===== src/rtl/key_entry_fsm.sv =====
`default_nettype none
// ============================================================================
// Module   : key_entry_fsm
// Purpose  : Calculator key-entry sequencer. Collects a first operand, an
//            operator and a second operand from a keypad strobe stream. The
//            operands are accumulated in binary. The completed expression is
//            offered to an ALU with a valid/ready handshake.
// Revision : 1.0 - initial release
// ----------------------------------------------------------------------------
// Ports
//   IN_clk        clock, rising edge
//   IN_reset      asynchronous reset, active low
//   IN_key        strobe qualifying IN_value
//   IN_value      key code: 0-9 digit, A-E operator, F equals
//   IN_bksp       backspace strobe
//   IN_clr        clear-all strobe (highest priority)
//   IN_res_valid  IN_res carries the previous ALU result
//   IN_res        previous ALU result, seeds SRC when an operator starts entry
//   IN_ready      ALU accepts the pending expression
//   OUT_SRC       first operand
//   OUT_DST       second operand
//   OUT_ALU_OP    latched operator code (0 = none)
//   OUT_state     IDLE=0, SRC=1, OP=2, DST=3, WAIT=4
//   OUT_count     digits held in the operand being edited
//   OUT_valid     expression complete, held until accepted
//   OUT_ovf       sticky: a digit was dropped at the digit limit
// ============================================================================
module key_entry_fsm #(
    parameter int WIDTH  = 16,
    parameter int DIGITS = 4
) (
    input  logic                           IN_clk,
    input  logic                           IN_reset,
    input  logic                           IN_key,
    input  logic [3:0]                     IN_value,
    input  logic                           IN_bksp,
    input  logic                           IN_clr,
    input  logic                           IN_res_valid,
    input  logic [WIDTH-1:0]               IN_res,
    input  logic                           IN_ready,
    output logic [WIDTH-1:0]               OUT_SRC,
    output logic [WIDTH-1:0]               OUT_DST,
    output logic [3:0]                     OUT_ALU_OP,
    output logic [2:0]                     OUT_state,
    output logic [$clog2(DIGITS+1)-1:0]    OUT_count,
    output logic                           OUT_valid,
    output logic                           OUT_ovf
);

    localparam int                   c_cnt_w   = $clog2(DIGITS + 1);
    localparam logic [c_cnt_w-1:0]   c_max_cnt = c_cnt_w'(DIGITS);
    localparam logic [c_cnt_w-1:0]   c_one     = c_cnt_w'(1);
    localparam logic [WIDTH-1:0]     c_ten     = WIDTH'(10);

    typedef enum logic [2:0] {
        ST_IDLE = 3'd0,
        ST_SRC  = 3'd1,
        ST_OP   = 3'd2,
        ST_DST  = 3'd3,
        ST_WAIT = 3'd4
    } state_t;

    state_t               state_q, state_d;
    logic [WIDTH-1:0]     src_q,   src_d;
    logic [WIDTH-1:0]     dst_q,   dst_d;
    logic [3:0]           op_q,    op_d;
    logic [c_cnt_w-1:0]   count_q, count_d;
    logic                 valid_q, valid_d;
    logic                 ovf_q,   ovf_d;

    logic                 w_is_digit;
    logic                 w_is_eq;
    logic                 w_bad_state;
    logic [WIDTH-1:0]     w_digit;
    logic [WIDTH-1:0]     w_src_push;
    logic [WIDTH-1:0]     w_dst_push;
    logic [WIDTH-1:0]     w_src_pop;
    logic [WIDTH-1:0]     w_dst_pop;

    assign w_is_digit  = (IN_value <= 4'd9);
    assign w_is_eq     = (IN_value == 4'hF);
    assign w_bad_state = (state_q > ST_WAIT);
    assign w_digit     = WIDTH'(IN_value);

    // Pushes are only taken while count < DIGITS, so the result stays
    // below 10^DIGITS and fits in WIDTH bits.
    assign w_src_push  = src_q * c_ten + w_digit;
    assign w_dst_push  = dst_q * c_ten + w_digit;
    assign w_src_pop   = src_q / c_ten;
    assign w_dst_pop   = dst_q / c_ten;

    always_comb begin
        state_d = state_q;
        src_d   = src_q;
        dst_d   = dst_q;
        op_d    = op_q;
        count_d = count_q;
        valid_d = valid_q;
        ovf_d   = ovf_q;

        // Clear and illegal-encoding recovery share the same all-zero result.
        if (IN_clr || w_bad_state) begin
            state_d = ST_IDLE;
            src_d   = '0;
            dst_d   = '0;
            op_d    = '0;
            count_d = '0;
            valid_d = 1'b0;
            ovf_d   = 1'b0;
        end else begin
            case (state_q)
                ST_IDLE: begin
                    if (IN_key) begin
                        if (w_is_digit) begin
                            src_d   = w_digit;
                            dst_d   = '0;
                            op_d    = '0;
                            count_d = c_one;
                            ovf_d   = 1'b0;
                            state_d = ST_SRC;
                        end else if (!w_is_eq) begin
                            // Operator first: chain from the last ALU result.
                            src_d   = IN_res_valid ? IN_res : '0;
                            op_d    = IN_value;
                            dst_d   = '0;
                            count_d = '0;
                            ovf_d   = 1'b0;
                            state_d = ST_OP;
                        end
                    end
                end

                ST_SRC: begin
                    if (IN_key) begin
                        if (w_is_digit) begin
                            if (count_q < c_max_cnt) begin
                                src_d   = w_src_push;
                                count_d = count_q + c_one;
                            end else begin
                                ovf_d   = 1'b1;
                            end
                        end else if (!w_is_eq) begin
                            op_d    = IN_value;
                            dst_d   = '0;
                            count_d = '0;
                            ovf_d   = 1'b0;
                            state_d = ST_OP;
                        end
                    end else if (IN_bksp && count_q != '0) begin
                        src_d   = w_src_pop;
                        count_d = count_q - c_one;
                        if (count_q == c_one) begin
                            state_d = ST_IDLE;
                        end
                    end
                end

                ST_OP: begin
                    if (IN_key) begin
                        if (w_is_digit) begin
                            dst_d   = w_digit;
                            count_d = c_one;
                            state_d = ST_DST;
                        end else if (!w_is_eq) begin
                            op_d    = IN_value;
                        end
                    end
                end

                ST_DST: begin
                    if (IN_key) begin
                        if (w_is_digit) begin
                            if (count_q < c_max_cnt) begin
                                dst_d   = w_dst_push;
                                count_d = count_q + c_one;
                            end else begin
                                ovf_d   = 1'b1;
                            end
                        end else if (w_is_eq) begin
                            valid_d = 1'b1;
                            state_d = ST_WAIT;
                        end
                    end else if (IN_bksp && count_q != '0) begin
                        dst_d   = w_dst_pop;
                        count_d = count_q - c_one;
                        if (count_q == c_one) begin
                            state_d = ST_OP;
                        end
                    end
                end

                ST_WAIT: begin
                    // Operands and operator are held so the ALU sees a stable
                    // expression; only the handshake can leave this state.
                    if (valid_q && IN_ready) begin
                        valid_d = 1'b0;
                        count_d = '0;
                        state_d = ST_IDLE;
                    end
                end

                default: ;
            endcase
        end
    end

    always_ff @(posedge IN_clk or negedge IN_reset) begin
        if (!IN_reset) begin
            state_q <= ST_IDLE;
            src_q   <= '0;
            dst_q   <= '0;
            op_q    <= '0;
            count_q <= '0;
            valid_q <= 1'b0;
            ovf_q   <= 1'b0;
        end else begin
            state_q <= state_d;
            src_q   <= src_d;
            dst_q   <= dst_d;
            op_q    <= op_d;
            count_q <= count_d;
            valid_q <= valid_d;
            ovf_q   <= ovf_d;
        end
    end

    assign OUT_SRC    = src_q;
    assign OUT_DST    = dst_q;
    assign OUT_ALU_OP = op_q;
    assign OUT_state  = state_q;
    assign OUT_count  = count_q;
    assign OUT_valid  = valid_q;
    assign OUT_ovf    = ovf_q;

endmodule
`default_nettype wire


===== config.mk =====
export PLATFORM = sky130hd
export DESIGN_NAME = key_entry_fsm
export DESIGN_NICKNAME = d
export VERILOG_FILES = /design/src/rtl/key_entry_fsm.sv
export SDC_FILE = /design/constraint.sdc
export NUM_CORES = 1
export LEC_CHECK = 0
export ABC_AREA = 0
export CAP_MARGIN = 15
export CORE_MARGIN = 5
export CORE_UTILIZATION = 40
export DETAILED_ROUTE_END_ITERATION = 7
export GPL_TIMING_DRIVEN = 0
export PLACE_DENSITY = 0.64
export SKIP_LAST_GASP = 1
export SLEW_MARGIN = 20
export SYNTH_ARGS = -nofsm -noshare
export SYNTH_HDL_FRONTEND = slang
export SYNTH_SLANG_ARGS = --single-unit

===== constraint.sdc =====
create_clock -name IN_clk -period 10.5 [get_ports IN_clk]
set_input_delay 3.15 -clock IN_clk [delete_from_list [all_inputs] [get_ports IN_clk]]
set_output_delay 3.15 -clock IN_clk [all_outputs]
set_load 0.02 [all_outputs]

# Word level (Yosys, flattened, before mapping)
# Cells that the tools add are included.
[word_totals]
ff_bits = 44
latchBits = 0
ramBits = 0
mem_bits_ro = 0
input_bits = 27
out_inout_bits = 44
mem_count = 0
[op_classes]
add_sub_neg = 4
multipliers = 2
div_mod_pow = 2
magnitude_cmp = 3
n_eq_ne = 30
shift = 0
n_mux = 76
n_bitwise = 0
n_reduce_logical = 19
[op_table]
columns = ["cell", "n"]
rows = [
  ["16-bit two-way mux", 21],
  ["3-bit two-way mux", 28],
  ["16-bit case mux with 4 select lines", 1],
  ["4-bit inequality test, second input constant", 12],
  ["16-bit by 4-bit adder with 16-bit output", 2],
  ["16-bit by 4-bit divider with 16-bit output, second input constant", 2],
  ["16-bit by 3-bit multiplier with 15-bit output, second input constant", 2],
  ["16-bit case mux with 2 select lines", 1],
  ["3-bit inequality test, second input constant", 10],
  ["3-bit case mux with 5 select lines", 2],
  ["4-bit two-way mux", 6],
  ["1-bit two-way mux", 14],
  ["12-bit AND reduction", 1],
  ["6-bit AND reduction", 2],
  ["3-bit nonzero test", 4],
  ["5-bit AND reduction", 2],
  ["9-bit AND reduction", 1],
  ["4-bit case mux with 2 select lines", 1],
  ["3-bit by 1-bit equality test with 1-bit output, second input constant", 2],
  ["3-bit by 2-bit equality test with 1-bit output, second input constant", 2],
  ["6-bit nonzero test", 1],
  ["5-bit nonzero test", 1],
  ["4-bit equality test, second input constant", 1],
  ["4-bit less-or-equal comparator, second input constant", 1],
  ["15 further kinds", 16],
]

# Depth between registers and ports, before layout
# Gate-level depths: netlist of run 1.
[logic_depth]
ltp_word = 7
depth_mapped = 21
depth_no_buf = 19

# Worst setup path after synthesis of run 1
# OpenSTA, ideal clock, no wires.
[synth_timing]
path_kind = "input to register"
from = "input IN_value[1]"
to = "register dst_q[15] (netlist: OUT_DST[15])"
setup_time_ns = 0.118
arrival_time_ns = 4.970
required_time_ns = 10.382
slack_ns = 5.412
stages = 10
path_buffers = 0
path_cell_list = "ha_1 fa_1 a21o_1 nand2_1 nor2_1 nand3_1 xnor3_1 a221oi_1 a21oi_1 a21o_1"
[synth_between]
elab_chain_cells = 6
word_cells_on_any_way = 17
[synth_lines]
columns = ["element", "line_no", "rtl"]
rows = [
  ["start, declared", "35", "input logic [3:0] IN_value,"],
  ["16-bit by 4-bit adder with 16-bit output or 4-bit equality test (tied branches)", "88, 81", ""],
  ["16-bit two-way mux, on equally long branches (3 in series)", "-", ""],
  ["16-bit case mux with 4 select lines", "111", "case (state_q)"],
  ["16-bit two-way mux", "102", "if (IN_clr || w_bad_state) begin"],
  ["end signal, assigned", "219", "dst_q <= dst_d;"],
  ["end, declared", "65", "logic [WIDTH-1:0] dst_q, dst_d;"],
]
# Parallel ways exist; a longest one is shown, timed or not. The select of a mux whose other input is x is not followed.
# A chain may end at the register's enable or synchronous reset.

# Worst setup path after layout of run 1
[layout_timing]
from = "input IN_value[3]"
to = "register dst_q[11] (netlist: OUT_DST[11])"
# Same word-level chain as after synthesis.

==> run_results.csv, run 1 <==
group,metric,value,unit
timing,slew-limit-headroom,27.9,%
die,ios,71,
timing,rsz0062_at_grt,"false",
logic_synthesis,synthesis.nets,1322,
die,die_width,157,um
timing,max_freq,0.160,GHz
timing,hold_viol_final,0,
die,fp.dieH,157,um
global_route,grt_max_degree,45,
logic_synthesis,ys_async_sr_fraction,100,%
clock_tree,root_buffer,"clkbuf_16",
routing,drcViolationCount,0,
routing,drt_iter0_markers,1173,
min_path,hp-class,"reg -> reg",
logic_synthesis,synth_edf_count,0,
place,gp_congestion,0.940,
clock_tree,cts_resized,0,
timing,setup_tns,0,ns
global_route,grt_pass1_wl,48.2,mm
global_route,antenna_found_initial,0,
finish,fill_cells,2136,
timing,setup_ws,4.27,ns
clock_tree,path_clk_slew,0.07,ns
timing,finalSetupViolCount,0,
logic_synthesis,synth_top_flop_cell,"dfrtp_1",
job,maxCapViolCount,0,
timing,min_period,6.23,ns
place,dpl.hpwl,22.4,mm
worst_setup_path,arrival,6.44,ns
clock_tree,clock_latency,0.30,ns
global_route,grt_overflow,0,
die,dieArea,24700,um^2
worst_setup_path,start_kind,"primary input",
clock_tree,cts_inserted_buffers,5,
place,placed_cell_area,9700,um^2
finish,area_delta_synth_final,13.9,%
worst_setup_path,critPathKind,"in -> reg",
finish,final_nets,1398,
finish,antenna_cells,0,
timing,hold-worst-slack,0.538,ns
timing,tightest_slew,1.07,ns
die,core_area,21200,um^2
global_route,grt_usage,23.3,%
routing,vias_per_cell,6.34,
clock_tree,h-tree-depth,2,
place,pre_cts_slack,4.04,ns
clock_tree,post_cts_buffers,0,
timing,drv_slew,0,
finish,finalInstanceArea,9870,um^2
logic_synthesis,synth_area_per_cell,7.02,um^2
logic_synthesis,syn_area,8670,um^2
routing,wl_per_cell,18.7,um
worst_setup_path,critPathRequiredTime,10.71,ns
routing,ant_nets,0,
timing,post-route-period-util,59.3,%
worst_setup_path,end_kind,"flip-flop",
logic_synthesis,seq_area_frac_synth,12.7,%
die,rows,53,
clock_tree,cts_tree,"yes",
logic_synthesis,syn_inst,1235,
logic_synthesis,ys_types,95,
clock_tree,cts_hold_buf,0,
logic_synthesis,ys_ff_latch,44,
routing,wl,29.7,mm
routing,firstDrtPassIters,5,
outcome,outcome,"complete, no violations",
logic_synthesis,yosys_warnings,0,
global_route,grt_pass1_vias,9106,
routing,vias,10100,
place,port_buffers,69,
clock_tree,cts_num_sinks,44,
die,start_util,41.0,%
clock_tree,max-clock-path-buffers,2,
worst_setup_path,path_max_fanout,10,
timing,fin_worst_skew,0.0112,ns
finish,drive_gt1_share,5.41,%
## final timing paths
check	startpoint	end	slack, ns	cells past startpoint
min in group asynchronous	IN_reset	OUT_DST[0]	2.87	1
max in group asynchronous	IN_reset	OUT_DST[11]	7.18	1
max	IN_value[3]	OUT_DST[11]	4.27	10
min reg2reg	OUT_ALU_OP[2]	OUT_ALU_OP[2]	0.54	2
min	OUT_ALU_OP[2]	OUT_ALU_OP[2]	0.54	2
max reg2reg	OUT_DST[13]	OUT_DST[0]	4.85	17
## synth_stat cells (all sizes together) (9+ instances only)
library cell | count | area (um^2)
and2 | 15 | 96.3
dfrtp | 44 | 1100
nand4 | 16 | 100
a31oi | 23 | 144
a221oi | 9 | 78.8
buf | 36 | 230
ha | 56 | 701
xor2 | 15 | 131
o211ai | 18 | 140
o21bai | 10 | 75.1
nand3 | 29 | 158
o31ai | 22 | 170
nand2 | 113 | 424
and3 | 11 | 68.8
nor4 | 14 | 93.8
a211oi | 22 | 175
a21oi | 120 | 612
a311oi | 11 | 109
xnor2 | 42 | 368
inv | 42 | 158
nand2b | 15 | 93.8
nor2b | 18 | 113
clkbuf | 62 | 233
nor3 | 20 | 100
nor2 | 116 | 438
a21o | 16 | 120
o21ai | 114 | 571
a2111oi | 17 | 168
## flip-flops by register name (all words and copies together) (netlist names)
register,flops
OUT_ALU_OP,4
OUT_DST,16
OUT_SRC,16
OUT_count,3
OUT_ovf,1
OUT_state,3
OUT_valid,1
## cell families after synthesis
group / synth area share, %
adders and majority gates: 9.48
and+or+nand+nor: 23.6
buffers and inverters: 7.42
AOI/OAI and AO/OA: 39.3
muxes: 1.47
DFF: 12.7
xor gates and xnor gates: 6.02
## per-layer routing
metal  share of wire [%]  track usage, %  wire length (um)
met5                   0               0                 0
met1                  49            36.2             14500
met4                 1.6            4.92               473
met2                  42            34.2             12400
met3                 8.0            2.75              2360
## final cells by class
| type | instances | area [um^2] | area share (%) |
|---|---|---|---|
| flip-flops and latches | 44 | 1100 | 11.2 |
| clock buffers | 6 | 129 | 1.31 |
| well taps | 275 | 344 | 3.48 |
| clock inverters | 2 | 35.0 | 0.355 |
| multi-input cells | 1045 | 6930 | 70.2 |
| inverters | 48 | 180 | 1.82 |
| repair buffers | 69 | 688 | 6.97 |
| plain buffers | 98 | 463 | 4.69 |
## worst max-delay path, cell delays in order
cell	delay (ns)
clkdlybuf4s50_1	0.58
clkbuf_1	0.38
o21ai_1	0.35
a21oi_1	0.21
o21ai_0	0.09
a221oi_1	0.39
nor2b_1	0.54
clkbuf_1	0.46
o21ai_0	0.17
o21ai_0	0.11
## layout by cell type (no fill, tap or decap), types with 8 or more instances in the layout
master and count:
a21oi_1 117, nor4_1 13, buf_6 8, a211oi_1 20, nand4_1 16, dfrtp_1 44
nand2b_1 15, o2111ai_1 8, a221oi_1 9, o21bai_1 10, buf_2 19, inv_1 42
nor2_1 115, xor2_1 15, ha_1 56, o31ai_1 20, a21o_1 16, a31oi_1 23
o21ai_0 108, clkdlybuf4s50_1 68, nand3_1 28, a22oi_1 8, and3_1 11, o211ai_1 17
clkbuf_1 63, nand2_1 113, nor2b_1 18, xnor2_1 42, a311oi_1 9, o21a_1 8
nor3_1 20, a2111oi_0 13, and2_1 14
## per-stage QoR
stage	cells	utilization, %
finish	1587	46.7
global route	1587	46.7
CTS	1587	46.6
detailed placement	1579	45.9
global placement	1579	45.9
floorplan	1235	-
Power of run 1 is not shown: default switching activity piles up to over one toggle a cycle in this logic, so the estimate is an artifact.
==> inputs of run 2 (changes only) <==
clock period = 6.02 ns   (was 10.5 ns; I/O delays follow)
==> results of run 2 <==
The final DEF is identical to that of run 1. Status: complete, no violations.
Among the figures that moved: setup slack after placement 4.04 ns -> 0.706 ns; setup slack after layout 4.27 ns -> 0.368 ns; start point of the critical path IN_value[3] -> OUT_DST[13]; end point of the critical path OUT_DST[11] -> OUT_DST[0]; register-to-register setup slack 4.85 ns -> 0.37 ns
Power of run 2 is left out for the same reason.
==> inputs of run 3 (changes only) <==
CORE_MARGIN = 3   (was 5)
GPL_TIMING_DRIVEN = default   (was 0)
==> run_results.csv, run 3 (synthesized netlist as in run 1, its figures left out) <==
group,metric,value,unit
place,gp_congestion,0.915,
die,rows,53,
die,ios,71,
die,dieArea,23500,um^2
global_route,grt_pass1_vias,8793,
place,placed_cell_area,9430,um^2
die,fp.dieH,153,um
clock_tree,cts_hold_buf,0,
worst_setup_path,path_max_fanout,22,
worst_setup_path,cpPeakStageDelay,0.75,ns
clock_tree,post_cts_buffers,0,
finish,final_nets,1324,
routing,drcViolationCount,0,
timing,finalSetupViolCount,0,
worst_setup_path,cp_cell_sequence,"and3b_1, a211oi_2, o311a_1, o311ai_0, o22ai_1, and2_1, or2_1, nand4_1, a211oi_1, o32ai_2, and3_1, a221o_1, maj3_2, a2111oi_2, o31ai_1",
timing,tightest_slew,0.954,ns
timing,rsz0062_at_grt,"false",
clock_tree,max-clock-path-buffers,2,
timing,hold-worst-slack,0.522,ns
routing,ant_nets,0,
timing,slew-limit-headroom,34.7,%
finish,finalInstanceArea,9600,um^2
worst_setup_path,slowest_stage,"dfrtp_1",
clock_tree,cts_inserted_buffers,5,
timing,hold_viol_final,0,
routing,drt_iter0_markers,881,
job,maxCapViolCount,0,
clock_tree,cts_resized,0,
worst_setup_path,critPathKind,"reg -> reg",
clock_tree,cts_num_sinks,44,
clock_tree,h-tree-depth,2,
die,start_util,41.0,%
timing,fin_worst_skew,0.00638,ns
global_route,grt_pass1_wl,45.2,mm
routing,vias_per_cell,6.35,
finish,layout_commonest_cell,"a21oi_1",
min_path,hp-class,"reg -> reg",
worst_setup_path,end_kind,"flip-flop",
global_route,grt_usage,22.3,%
routing,vias,9615,
timing,drv_slew,0,
clock_tree,root_buffer,"clkbuf_16",
finish,area_delta_synth_final,10.7,%
die,core_area,21200,um^2
routing,firstDrtPassIters,5,
finish,drive_gt1_share,5.41,%
worst_setup_path,start_kind,"flip-flop",
timing,max_freq,0.184,GHz
routing,wl,27.3,mm
finish,antenna_cells,0,
worst_setup_path,arrival,5.62,ns
routing,wl_per_cell,18.0,um
global_route,grt_max_degree,45,
timing,min_period,5.45,ns
finish,final_cell_mix,"117 x a21oi_1, 115 x nor2_1, 113 x nand2_1",
global_route,antenna_found_initial,0,
timing,setup_tns,0,ns
clock_tree,path_clk_slew,0.07,ns
worst_setup_path,critPathRequiredTime,6.19,ns
outcome,outcome,"complete, no violations",
timing,post-route-period-util,90.5,%
place,port_buffers,70,
clock_tree,clock_latency,0.30,ns
die,die_width,153,um
clock_tree,cts_tree,"yes",
global_route,grt_overflow,0,
place,dpl.hpwl,19.3,mm
-- run 3: per-stage QoR --
stage / util [%] / std cells / worst slack [ns]
floorplan: - / 1235 / 1.50
global placement: 44.6 / 1505 / 0.720
detailed placement: 44.6 / 1505 / 0.613
CTS: 45.3 / 1513 / 0.614
global route: 45.4 / 1513 / 0.211
finish: 45.4 / 1513 / 0.574
-- run 3: per-layer routing --
layer | part of all wire (%) | vias to the layer above | track usage [%]
li1 | - | 4717 | -
met1 | 49 | 4479 | 34.0
met2 | 43 | 390 | 33.3
met3 | 6.9 | 29 | 3.20
met4 | 1.2 | 0 | 4.50
met5 | 0 | - | 0
-- run 3: layout make-up --
class | count | area [um^2]
clock buffers | 5 | 125
clock inverters | 3 | 42.5
fillers | 2164 | 11600
inverters | 48 | 180
multi-input cells | 1045 | 6940
flip-flops and latches | 44 | 1100
well taps | 275 | 344
repair buffers | 93 | 868
-- run 3: worst paths after layout --
kind	cells after the start	end	from	slack [ns]
hold / removal	2	OUT_ALU_OP[0]	OUT_ALU_OP[0]	0.52
max in group asynchronous	2	OUT_DST[13]	IN_reset	3.93
setup / recovery	15	OUT_SRC[1]	OUT_SRC[11]	0.57
setup reg to reg	15	OUT_SRC[1]	OUT_SRC[11]	0.57
min in group asynchronous	2	OUT_DST[3]	IN_reset	1.60
hold reg to reg	2	OUT_ALU_OP[0]	OUT_ALU_OP[0]	0.52
-- run 3: worst max-delay path: cells and delay by family (launching register included) --
kind	cells	cell delay [ns]
AND/OR/NAND/NOR	5	1.35
AO/OA/AOI/OAI	9	2.88
adder cells (fa/ha/maj)	1	0.34
flip-flops	1	0.75
Power of run 3 is left out for the same reason.
